`config.mk`:
```
export PLATFORM = sky130hd
export DESIGN_NAME = muldiv_ctrl
export DESIGN_NICKNAME = d
export VERILOG_FILES = /design/src/rtl/muldiv_ctrl_pkg.sv /design/src/rtl/muldiv_ctrl_hilo_regs.sv /design/src/rtl/muldiv_ctrl.sv
export SDC_FILE = /design/constraint.sdc
export NUM_CORES = 1
export LEC_CHECK = 0
export BUFFER_PORTS_ARGS = -buffer_cell sky130_fd_sc_hd__clkbuf_2
export CORE_AREA = 2 2 155 157
export CTS_BUF_LIST = sky130_fd_sc_hd__clkbuf_8
export DETAILED_ROUTE_END_ITERATION = 12
export DIE_AREA = 0 0 157 159
export PLACE_DENSITY = 0.53
export SLEW_MARGIN = 20
export SYNTH_ARGS = -nofsm -noshare
export SYNTH_HDL_FRONTEND = slang
export SYNTH_SLANG_ARGS = --single-unit
```
`constraint.sdc`:
```
create_clock -name clk -period 3.21 [get_ports clk]
set_clock_uncertainty 0.1 [all_clocks]
set_input_delay 0.1605 -clock clk [delete_from_list [all_inputs] [get_ports clk]]
set_output_delay 0.1605 -clock clk [all_outputs]
set_load 0.05 [all_outputs]
```
`src/rtl/muldiv_ctrl_pkg.sv`:
```
// Shared definitions for the HI/LO multiply/divide controller.
//   i32 / i64   : plain 32- and 64-bit word types
//   muldiv_op_t : 4-bit request opcode driven by the execute stage
//   op_is_signed: true for the two's-complement flavours of each operation
package muldiv_ctrl_pkg;

  typedef logic [31:0] i32;
  typedef logic [63:0] i64;

  typedef enum logic [3:0] {
    OP_NOP   = 4'd0,
    OP_MULT  = 4'd1,
    OP_MULTU = 4'd2,
    OP_DIV   = 4'd3,
    OP_DIVU  = 4'd4,
    OP_MTHI  = 4'd5,
    OP_MTLO  = 4'd6,
    OP_MADD  = 4'd7,
    OP_MADDU = 4'd8,
    OP_MSUB  = 4'd9,
    OP_MSUBU = 4'd10
  } muldiv_op_t;

  function automatic logic op_is_signed(muldiv_op_t op);
    return op inside {OP_MULT, OP_DIV, OP_MADD, OP_MSUB};
  endfunction

endpackage

```
`src/rtl/muldiv_ctrl_hilo_regs.sv`:
```
// Architectural HI/LO register pair with independent write enables.
//   clk, resetn     : clock, asynchronous active-low reset (clears HI and LO)
//   wr_hi, wr_lo    : load hi_d into HI / lo_d into LO at the next edge
//   hi_d, lo_d      : next values
//   hi, lo          : current register values
module muldiv_ctrl_hilo_regs
  import muldiv_ctrl_pkg::*;
(
  input  logic clk,
  input  logic resetn,
  input  logic wr_hi,
  input  logic wr_lo,
  input  i32   hi_d,
  input  i32   lo_d,
  output i32   hi,
  output i32   lo
);

  always_ff @(posedge clk or negedge resetn) begin
    if (!resetn) begin
      hi <= '0;
      lo <= '0;
    end else begin
      if (wr_hi) hi <= hi_d;
      if (wr_lo) lo <= lo_d;
    end
  end

endmodule

```
`src/rtl/muldiv_ctrl.sv`:
```
// Sequencing controller for the HI/LO unit. Accepts one request at a time,
// drives the external multicycle multiplier/divider through valid/done
// handshakes, owns HI/LO, reports busy and aborts in-flight work on flush.
//   req_valid/req_ready/req_op/req_a/req_b : request from execute stage
//   flush                                  : cancel in-flight op, block accept
//   busy, hi, lo                           : status and architectural HI/LO
//   mul_valid/mul_sig/mul_a/mul_b/mul_done/mul_c       : multiplier handshake
//   div_valid/div_sig/div_a/div_b/div_done/div_q/div_r : divider handshake
// Build option: define MULDIV_MADD_EN to enable MADD/MADDU/MSUB/MSUBU, which
// add an ACC state accumulating the latched product into {HI,LO}. Without it
// those opcodes are accepted as NOPs.
module muldiv_ctrl
  import muldiv_ctrl_pkg::*;
(
  input  logic       clk,
  input  logic       resetn,
  input  logic       req_valid,
  output logic       req_ready,
  input  muldiv_op_t req_op,
  input  i32         req_a,
  input  i32         req_b,
  input  logic       flush,
  output logic       busy,
  output i32         hi,
  output i32         lo,
  output logic       mul_valid,
  output logic       mul_sig,
  output i32         mul_a,
  output i32         mul_b,
  input  logic       mul_done,
  input  i64         mul_c,
  output logic       div_valid,
  output logic       div_sig,
  output i32         div_a,
  output i32         div_b,
  input  logic       div_done,
  input  i32         div_q,
  input  i32         div_r
);

`ifdef MULDIV_MADD_EN
  typedef enum logic [1:0] {S_IDLE, S_MUL, S_DIV, S_ACC} state_t;
`else
  typedef enum logic [1:0] {S_IDLE, S_MUL, S_DIV} state_t;
`endif

  state_t state, state_nxt;
  i32     op_a, op_b;
  logic   op_sig;
  logic   accept;
  logic   wr_hi, wr_lo;
  i32     hi_d, lo_d;

`ifdef MULDIV_MADD_EN
  i64   prod;
  logic op_acc, op_sub;
  i64   acc_res;

  assign acc_res = op_sub ? ({hi, lo} - prod) : ({hi, lo} + prod);
`endif

  assign req_ready = (state == S_IDLE) && !flush;
  assign accept    = req_valid && req_ready;
  assign busy      = (state != S_IDLE);

  // Engine requests come straight from the state, so they are mutually
  // exclusive and drop the cycle after a flush returns us to IDLE.
  assign mul_valid = (state == S_MUL);
  assign div_valid = (state == S_DIV);
  assign mul_sig   = op_sig;
  assign div_sig   = op_sig;
  assign mul_a     = op_a;
  assign mul_b     = op_b;
  assign div_a     = op_a;
  assign div_b     = op_b;

  always_ff @(posedge clk or negedge resetn) begin
    if (!resetn) begin
      state  <= S_IDLE;
      op_a   <= '0;
      op_b   <= '0;
      op_sig <= 1'b0;
    end else begin
      state <= state_nxt;
      if (accept) begin
        op_a   <= req_a;
        op_b   <= req_b;
        op_sig <= op_is_signed(req_op);
      end
    end
  end

`ifdef MULDIV_MADD_EN
  always_ff @(posedge clk or negedge resetn) begin
    if (!resetn) begin
      op_acc <= 1'b0;
      op_sub <= 1'b0;
      prod   <= '0;
    end else begin
      if (accept) begin
        op_acc <= req_op inside {OP_MADD, OP_MADDU, OP_MSUB, OP_MSUBU};
        op_sub <= req_op inside {OP_MSUB, OP_MSUBU};
      end
      if (state == S_MUL && mul_done) prod <= mul_c;
    end
  end
`endif

  always_comb begin
    state_nxt = state;
    wr_hi     = 1'b0;
    wr_lo     = 1'b0;
    hi_d      = '0;
    lo_d      = '0;
    case (state)
      S_IDLE: begin
        if (accept) begin
          case (req_op)
            OP_MTHI: begin
              wr_hi = 1'b1;
              hi_d  = req_a;
            end
            OP_MTLO: begin
              wr_lo = 1'b1;
              lo_d  = req_a;
            end
            OP_MULT, OP_MULTU: state_nxt = S_MUL;
            // Divide by zero is accepted but never reaches the divider.
            OP_DIV, OP_DIVU: if (req_b != '0) state_nxt = S_DIV;
`ifdef MULDIV_MADD_EN
            OP_MADD, OP_MADDU, OP_MSUB, OP_MSUBU: state_nxt = S_MUL;
`endif
            default: ;
          endcase
        end
      end
      S_MUL: begin
        // Flush wins over a coincident done.
        if (flush) begin
          state_nxt = S_IDLE;
        end else if (mul_done) begin
`ifdef MULDIV_MADD_EN
          if (op_acc) begin
            state_nxt = S_ACC;
          end else begin
            state_nxt    = S_IDLE;
            wr_hi        = 1'b1;
            wr_lo        = 1'b1;
            {hi_d, lo_d} = mul_c;
          end
`else
          state_nxt    = S_IDLE;
          wr_hi        = 1'b1;
          wr_lo        = 1'b1;
          {hi_d, lo_d} = mul_c;
`endif
        end
      end
      S_DIV: begin
        if (flush) begin
          state_nxt = S_IDLE;
        end else if (div_done) begin
          state_nxt = S_IDLE;
          wr_hi     = 1'b1;
          wr_lo     = 1'b1;
          hi_d      = div_r;
          lo_d      = div_q;
        end
      end
`ifdef MULDIV_MADD_EN
      S_ACC: begin
        state_nxt = S_IDLE;
        if (!flush) begin
          wr_hi        = 1'b1;
          wr_lo        = 1'b1;
          {hi_d, lo_d} = acc_res;
        end
      end
`endif
      default: state_nxt = S_IDLE;
    endcase
  end

  muldiv_ctrl_hilo_regs u_hilo_regs (
    .clk    (clk),
    .resetn (resetn),
    .wr_hi  (wr_hi),
    .wr_lo  (wr_lo),
    .hi_d   (hi_d),
    .lo_d   (lo_d),
    .hi     (hi),
    .lo     (lo)
  );

endmodule

```
==> metrics.yaml, run 1 <==
status: "finished, final reports clean"
clock_path_buffers: 2
cts-buffers-inserted: 17
die_w_microns: 157
core-area_sq_mm: 0.0232
viasPerCell: 4.67
place_inst: 1257
leakage_nw: 5.20
worst_pin_slew_ns: 0.892
start_util_pct: 27.8
ys.flop_type: "dfrtp_1"
rsz0062_at_grt: "no"
worstReg2RegStart: "state[1]"
clockRootBuffer: "clkbuf_8"
grt_pass1_wl_microns: 38700
fin_nets: 1346
startpoint_type: "flop"
antenna_found_initial: 0
layout.cells.non_filler: 1475
routabilityCongestion: 0.812
worst_ep_required_time_ns: 3.46
grt-ovfl-total: 0
yosysSeqAreaShare_pct: 50.8
dpl.hpwl_microns: 18100
drc: 0
regToRegSetupSlack_ns: 0.49
final_cell_mix: "clkbuf_2 (398), dlygate4sd3_1 (187), dfrtp_1 (131)"
syn_area_sq_mm: 0.00645
hold_violations: 0
dr.pass1.iters: 9
synth_edf_count: 0
ys_ff_latch: 131
dieHeight_microns: 159
setup_tns_ns: 0
multi_input_area_sq_mm: 0.00232
place_ws_ns: 0.832
crit_start: "state[1]"
crit_fanout: 32
critPathKind: "flop to flop"
grt_max_degree: 58
slew_violations: 0
drt_iter0_drc: 735
synth_cell_types: 32
hold_ws_ns: 0.0180
yosys_warnings: 0
fillers: 2265
ff2ff_path_depth: 5
max_slew_margin_pct: 40.5
worstPathArrival_ns: 2.97
end_kind: "flop"
hp-start: "req_a[3]"
finalCritPeriodShare_pct: 84.8
io_pins: 400
setup_viol: 0
clock-sinks: 131
syn_avg_cell_area_sq_um: 10.1
syn2layout_area_growth_pct: 61.8
cap_viol_max_count: 0
groute.usage.overall_pct: 20.3
postCtsResizedCells: 0
crit_path_end: "u_hilo_regs.hi[20]"
final_common_cell: "clkbuf_2"
ant_nets: 0
dieArea_sq_mm: 0.0250
syn_nets: 843
seqCellArea_sq_mm: 0.00328
min-delay-path-class: "input port to flop"
n_antenna_cell: 0
async_flop_share_pct: 100
h-tree-depth: 4
placementRows: 56
insertion_delay_ns: 0.44
rr_endpoint: "u_hilo_regs.hi[20]"
avgRoutedWirePerCell_microns: 17.6
power.density_mw_per_mm2: 1070
wirelength_microns: 26000
setup_ws_ns: 0.488
path_clk_slew_ns: 0.08
vias: 6891
netlist_instances: 641
max_freq_mhz: 367
grt_pass1_vias: 6914
drive_gt1_share_pct: 39.4
fin_crit_ns: 2.72
vdd_drop_max_uv: 830
cts_tree: "done"
portBuffers: 399
## metrics by stage
stage | power, W | instance area [sq um] | utilization, %
2_1_floorplan | 0.00823 | 6450 | -
3_3_place_gp | 0.00940 | 8130 | 35.1
4_1_cts | 0.0113 | 10400 | 45.0
3_5_place_dp | 0.00944 | 8130 | 35.1
6_report | 0.0112 | 10400 | 45.0
5_1_grt | 0.0117 | 10400 | 45.0
## critical path, cell delays in order, from the launching register on
cell and delay, ns:
dfrtp_1 0.48, nor2_2 0.22, and2_2 0.77, a222oi_1 0.24, dlygate4sd3_1 0.65, a21oi_1 0.15
## synthesized netlist by cell type (all sizes together), types with 2 or more instances
cell type  number  area share, %
a211o           2           0.27
a21o           32            3.7
a21oi          66            5.1
a222oi         64            9.9
and2           34            3.3
and4bb          4           0.78
buf           109             13
clkbuf          6           0.35
dfrtp         131             51
inv             2           0.12
nand2          99            5.8
nand4           2           0.19
nor2           66            3.9
nor4            8           0.78
o21bai          2           0.23
or3b            3           0.41
## sequential cells by signal, indices dropped and copies added, names as in the netlist
register	cells
div_b	32
div_sig	1
div_a	32
u_hilo_regs.hi	32
state	2
u_hilo_regs.lo	32
## cell type report
class / count / share of cell area, %
inverter: 2 / 0.0719
clock inverter: 12 / 1.72
timing repair buffer: 599 / 38.3
multi-input combinational: 393 / 22.2
tap: 319 / 3.82
sequential: 131 / 31.4
clock buffer: 19 / 2.50
## per-layer routing
metal / vias up / global-route usage, % / part of all wire [%]
met1: 3275 / 25.2 / 42
met5: - / 0 / 0
met2: 322 / 34.1 / 49
li1: 3249 / - / -
met3: 45 / 4.30 / 5.9
met4: 0 / 8.26 / 3.2
## how the worst min path moves through the flow
| stage | to | slack, ns | cells past startpoint |
|---|---|---|---|
| 6_report | div_a[3] | 0.02 | 3 |
| 5_1_grt | div_a[3] | 0.005 | 3 |
| 4_1_cts | state[1] | 0.0002 | 4 |
| 3_5_place_dp | div_b[2] | 0.07 | 1 |
| 3_3_place_gp | div_b[2] | 0.07 | 1 |
| 2_1_floorplan | div_a[0] | -0.24 | 0 |
## power breakdown
group	leakage (nW)	switching, W	internal, W
registers	1.59	0.000586	0.00240
logic	3.39	0.00517	0.00144
clock network	0.218	0.000690	0.000887
total	5.20	0.00645	0.00473
## cells by family after synthesis
family                 after synthesis  share of synthesized area, %
DFF                                131                          50.8
AOI/OAI and AO/OA                  170                          19.8
muxes                                1                         0.155
buffers and inverters              117                          13.3
and+or+nand+nor                    222                          16.0
## repair_timing
action	CTS	global route
setup buffers	0	0
setup endpoints to repair	0	0
hold buffers	187	0
endpoints found under the hold margin	176	0
Note: power is estimated with default switching activity, not from simulation.
==> run 2, diff against run 1 <==
- ABC_AREA: default -> 1
- CORE_AREA: 2 2 155 157 -> 2 2 154 156
- DIE_AREA: 0 0 157 159 -> 0 0 156 158
- PLACE_DENSITY: 0.53 -> 0.58
- clock period: 3.21 -> 2.3 ns (I/O delays scaled with it)
==> run 2 against run 1 <==
Against the previous run: first-iteration DRC count is 38% lower; cell count is 17% higher; combinational power is 0.6% higher; clock power is 27% higher; sequential share of layout area is 2.2 points lower; die area is 1.3% lower; fmax is 23% higher; via count is 18% higher; synthesized cell count is 43% higher; total power is 11% higher; critical path depth is 3 higher; utilization is 3.7 points higher.
==> metrics.yaml, run 2 <==
viasPerCell: 4.70  # was 4.67
regToRegSetupSlack_ns: 0.09  # was 0.49 ns
start_util_pct: 30.5  # was 27.8%
cts-buffers-inserted: 17  # unchanged
min-delay-path-class: "input port to flop"  # unchanged
dpl_cell_area_sq_mm: 0.00883  # was 0.00813 sq mm
status: "finished, final reports clean"  # unchanged
vias: 8104  # was 6891
fin_crit_ns: 2.21  # was 2.72 ns
synth_cell_types: 20  # was 32
drt_iter0_drc: 455  # was 735
synth_area_leader_cell: "dfrtp_1"  # unchanged
ys_top_cells_by_count: "nand2_1 (237), dfrtp_1 (131), nand4_1 (129)"  # was dfrtp_1 (131), nand2_1 (99), buf_4 (69)
crit_start: "state[1]"  # unchanged
core-area_sq_mm: 0.0231  # was 0.0232 sq mm
critPathKind: "flop to flop"  # unchanged
hold_violations: 0  # unchanged
vdd_drop_max_uv: 670  # was 830 uV
clock_path_buffers: 2  # unchanged
netlist_instances: 914  # was 641
worst_ep_required_time_ns: 2.52  # was 3.46 ns
clock-sinks: 131  # unchanged
insertion_delay_ns: 0.43  # was 0.44 ns
final_core_utilization_pct: 48.7  # was 45.0%
synth_top_area_share_pct: 46.6  # was 50.8%
cts_tree: "done"  # unchanged
syn_nets: 1116  # was 843
worst_pin_slew_ns: 0.743  # was 0.892 ns
path_clk_slew_ns: 0.07  # was 0.08 ns
grt_pass1_vias: 8075  # was 6914
end_kind: "flop"  # unchanged
crit_path_end: "u_hilo_regs.hi[4]"  # was u_hilo_regs.hi[20]
synthTopCellsByArea: "dfrtp_1 (47%), nand2_1 (13%), nand4_1 (11%)"  # was dfrtp_1 (51%), a222oi_1 (9.9%), buf_4 (8.0%)
die_w_microns: 156  # was 157 microns
ys.flop_type: "dfrtp_1"  # unchanged
syn_avg_cell_area_sq_um: 7.70  # was 10.1 sq um
fillers: 2228  # was 2265
syn2layout_area_growth_pct: 59.5  # was 61.8%
grt_max_degree: 131  # was 58
postCtsSetupBuffers: 0  # unchanged
cap_viol_max_count: 0  # unchanged
ys_ff_latch: 131  # unchanged
grt_pass1_wl_microns: 43100  # was 38700 microns
dieHeight_microns: 158  # was 159 microns
max_slew_margin_pct: 50.5  # was 40.5%
final_cell_mix: "clkbuf_2 (398), nand2_1 (237), dlygate4sd3_1 (196)"  # was clkbuf_2 (398), dlygate4sd3_1 (187), dfrtp_1 (131)
dieArea_sq_mm: 0.0246  # was 0.0250 sq mm
rr_endpoint: "u_hilo_regs.hi[4]"  # was u_hilo_regs.hi[20]
avgRoutedWirePerCell_microns: 17.0  # was 17.6 microns
worstPathArrival_ns: 2.42  # was 2.97 ns
synth_edf_count: 0  # unchanged
ant_nets: 0  # unchanged
placementRows: 56  # unchanged
setup_viol: 0  # unchanged
crit_fanout: 32  # unchanged
routabilityCongestion: 0.782  # was 0.812
final_cell_area_sq_mm: 0.0112  # was 0.0104 sq mm
dr.pass1.iters: 5  # was 9
finalCritPeriodShare_pct: 96.0  # was 84.8%
slew_violations: 0  # unchanged
async_flop_share_pct: 100  # unchanged
power.density_mw_per_mm2: 1100  # was 1070 mW/mm^2
drc: 0  # unchanged
clockRootBuffer: "clkbuf_8"  # unchanged
yosys_warnings: 0  # unchanged
setup_tns_ns: 0  # unchanged
leakage_nw: 6.23  # was 5.20 nW
ff2ff_path_depth: 8  # was 5
max_freq_mhz: 453  # was 367 MHz
grt-ovfl-total: 0  # unchanged
worstReg2RegStart: "state[1]"  # unchanged
dpl.hpwl_microns: 19500  # was 18100 microns
rsz0062_at_grt: "no"  # unchanged
io_pins: 400  # unchanged
final_common_cell: "clkbuf_2"  # unchanged
syn_area_sq_mm: 0.00704  # was 0.00645 sq mm
portBuffers: 399  # unchanged
fin_nets: 1622  # was 1346
groute.usage.overall_pct: 23.0  # was 20.3%
yosysMostFrequentCell: "nand2_1"  # was dfrtp_1
yosysSeqAreaShare_pct: 46.6  # was 50.8%
startpoint_type: "flop"  # unchanged
wirelength_microns: 29300  # was 26000 microns
antenna_found_initial: 0  # unchanged
h-tree-depth: 4  # unchanged
drive_gt1_share_pct: 32.4  # was 39.4%
==> run 2: cell types whose count changed in the layout (fill, tap and decap cells not counted), moves of 9 or more <==
| cell | before | now |
|---|---|---|
| and2_1 | 32 | 0 |
| o22ai_1 | 0 | 33 |
| o21ai_0 | 1 | 42 |
| dlygate4sd3_1 | 187 | 196 |
| a21oi_1 | 66 | 1 |
| nor3_1 | 0 | 17 |
| a222oi_1 | 64 | 0 |
| nand4_1 | 2 | 129 |
| a21o_1 | 32 | 0 |
| nand2_1 | 99 | 237 |
| inv_1 | 1 | 112 |
==> run 2: critical path, stage by stage (launching register included) <==
cell           delay [ns]
dfrtp_1              0.44
inv_2                0.10
nor2_4               0.04
nand3_2              0.06
buf_4                0.39
o22ai_1              0.18
dlygate4sd3_1        0.60
nor2_1               0.09
nand2_1              0.06
==> run 2: logic make-up (layout without fill, tap and decap cells) <==
| kind of cell | Yosys count | after routing | synth area share (%) |
|---|---|---|---|
| compound gates | 77 | 77 | 6.11 |
| buf+inv | 242 | 761 | 16.9 |
| flops | 131 | 131 | 46.6 |
| other cells | 0 | 1 | 0 |
| simple gates | 464 | 464 | 30.4 |
==> run 2: where the power goes <==
group          switching [W]  total (W)  internal [W]
Clock                0.00100    0.00201       0.00101
Combinational        0.00522    0.00666       0.00144
Sequential          0.000601    0.00369       0.00309
==> run 2: how the worst min path moves through the flow <==
stage	to	slack, ns	startpoint	depth (start not counted)
after floorplan	div_a[0]	-0.28	resetn	0
after global placement	u_hilo_regs.hi[16]	-0.21	resetn	1
after detailed placement	u_hilo_regs.hi[16]	-0.21	resetn	1
after CTS	state[1]	0.03	req_op[1]	6
after global routing	state[0]	0.1	flush	6
final	state[1]	0.07	req_op[1]	6
==> run 2: layout make-up <==
cell class                      instances  area [sq um]  area share (%)
Multi-Input combinational cell        541          2600            23.2
Tap cell                              290           363            3.23
Antenna cell                            1          2.50          0.0223
Clock inverter                         14           151            1.35
Timing Repair Buffer                  612          4140            36.9
Sequential cell                       131          3280            29.2
Inverter                              117           439            3.91
Clock buffer                           18           248            2.21
==> run 2: what timing repair did <==
item                                    in CTS  in global routing
resized for setup                            0                  1
endpoints found under the hold margin      260                  0
hold buffers                               196                  0
endpoints found under the setup margin       0                  4
==> run 2: routing by layer <==
layer / vias up / wire [microns] / global-route usage [%]
met2: 402 / 14600 / 40.5
li1: 3948 / - / -
met1: 3710 / 12000 / 27.4
met5: - / 0 / 0
met3: 44 / 2010 / 5.31
met4: 0 / 651 / 8.74
==> run 2: per-stage QoR <==
stage | hold slack (ns) | std cells | setup WS [ns] | total power (W)
after detailed placement | -0.209 | 1494 | 0.253 | 0.0101
after floorplan | -0.281 | 914 | 0.485 | 0.00869
after global placement | -0.209 | 1494 | 0.321 | 0.0101
final | 0.0693 | 1724 | 0.0920 | 0.0124
after global routing | 0.0985 | 1723 | 0.00470 | 0.0130
after CTS | 0.0262 | 1722 | 0.0997 | 0.0124
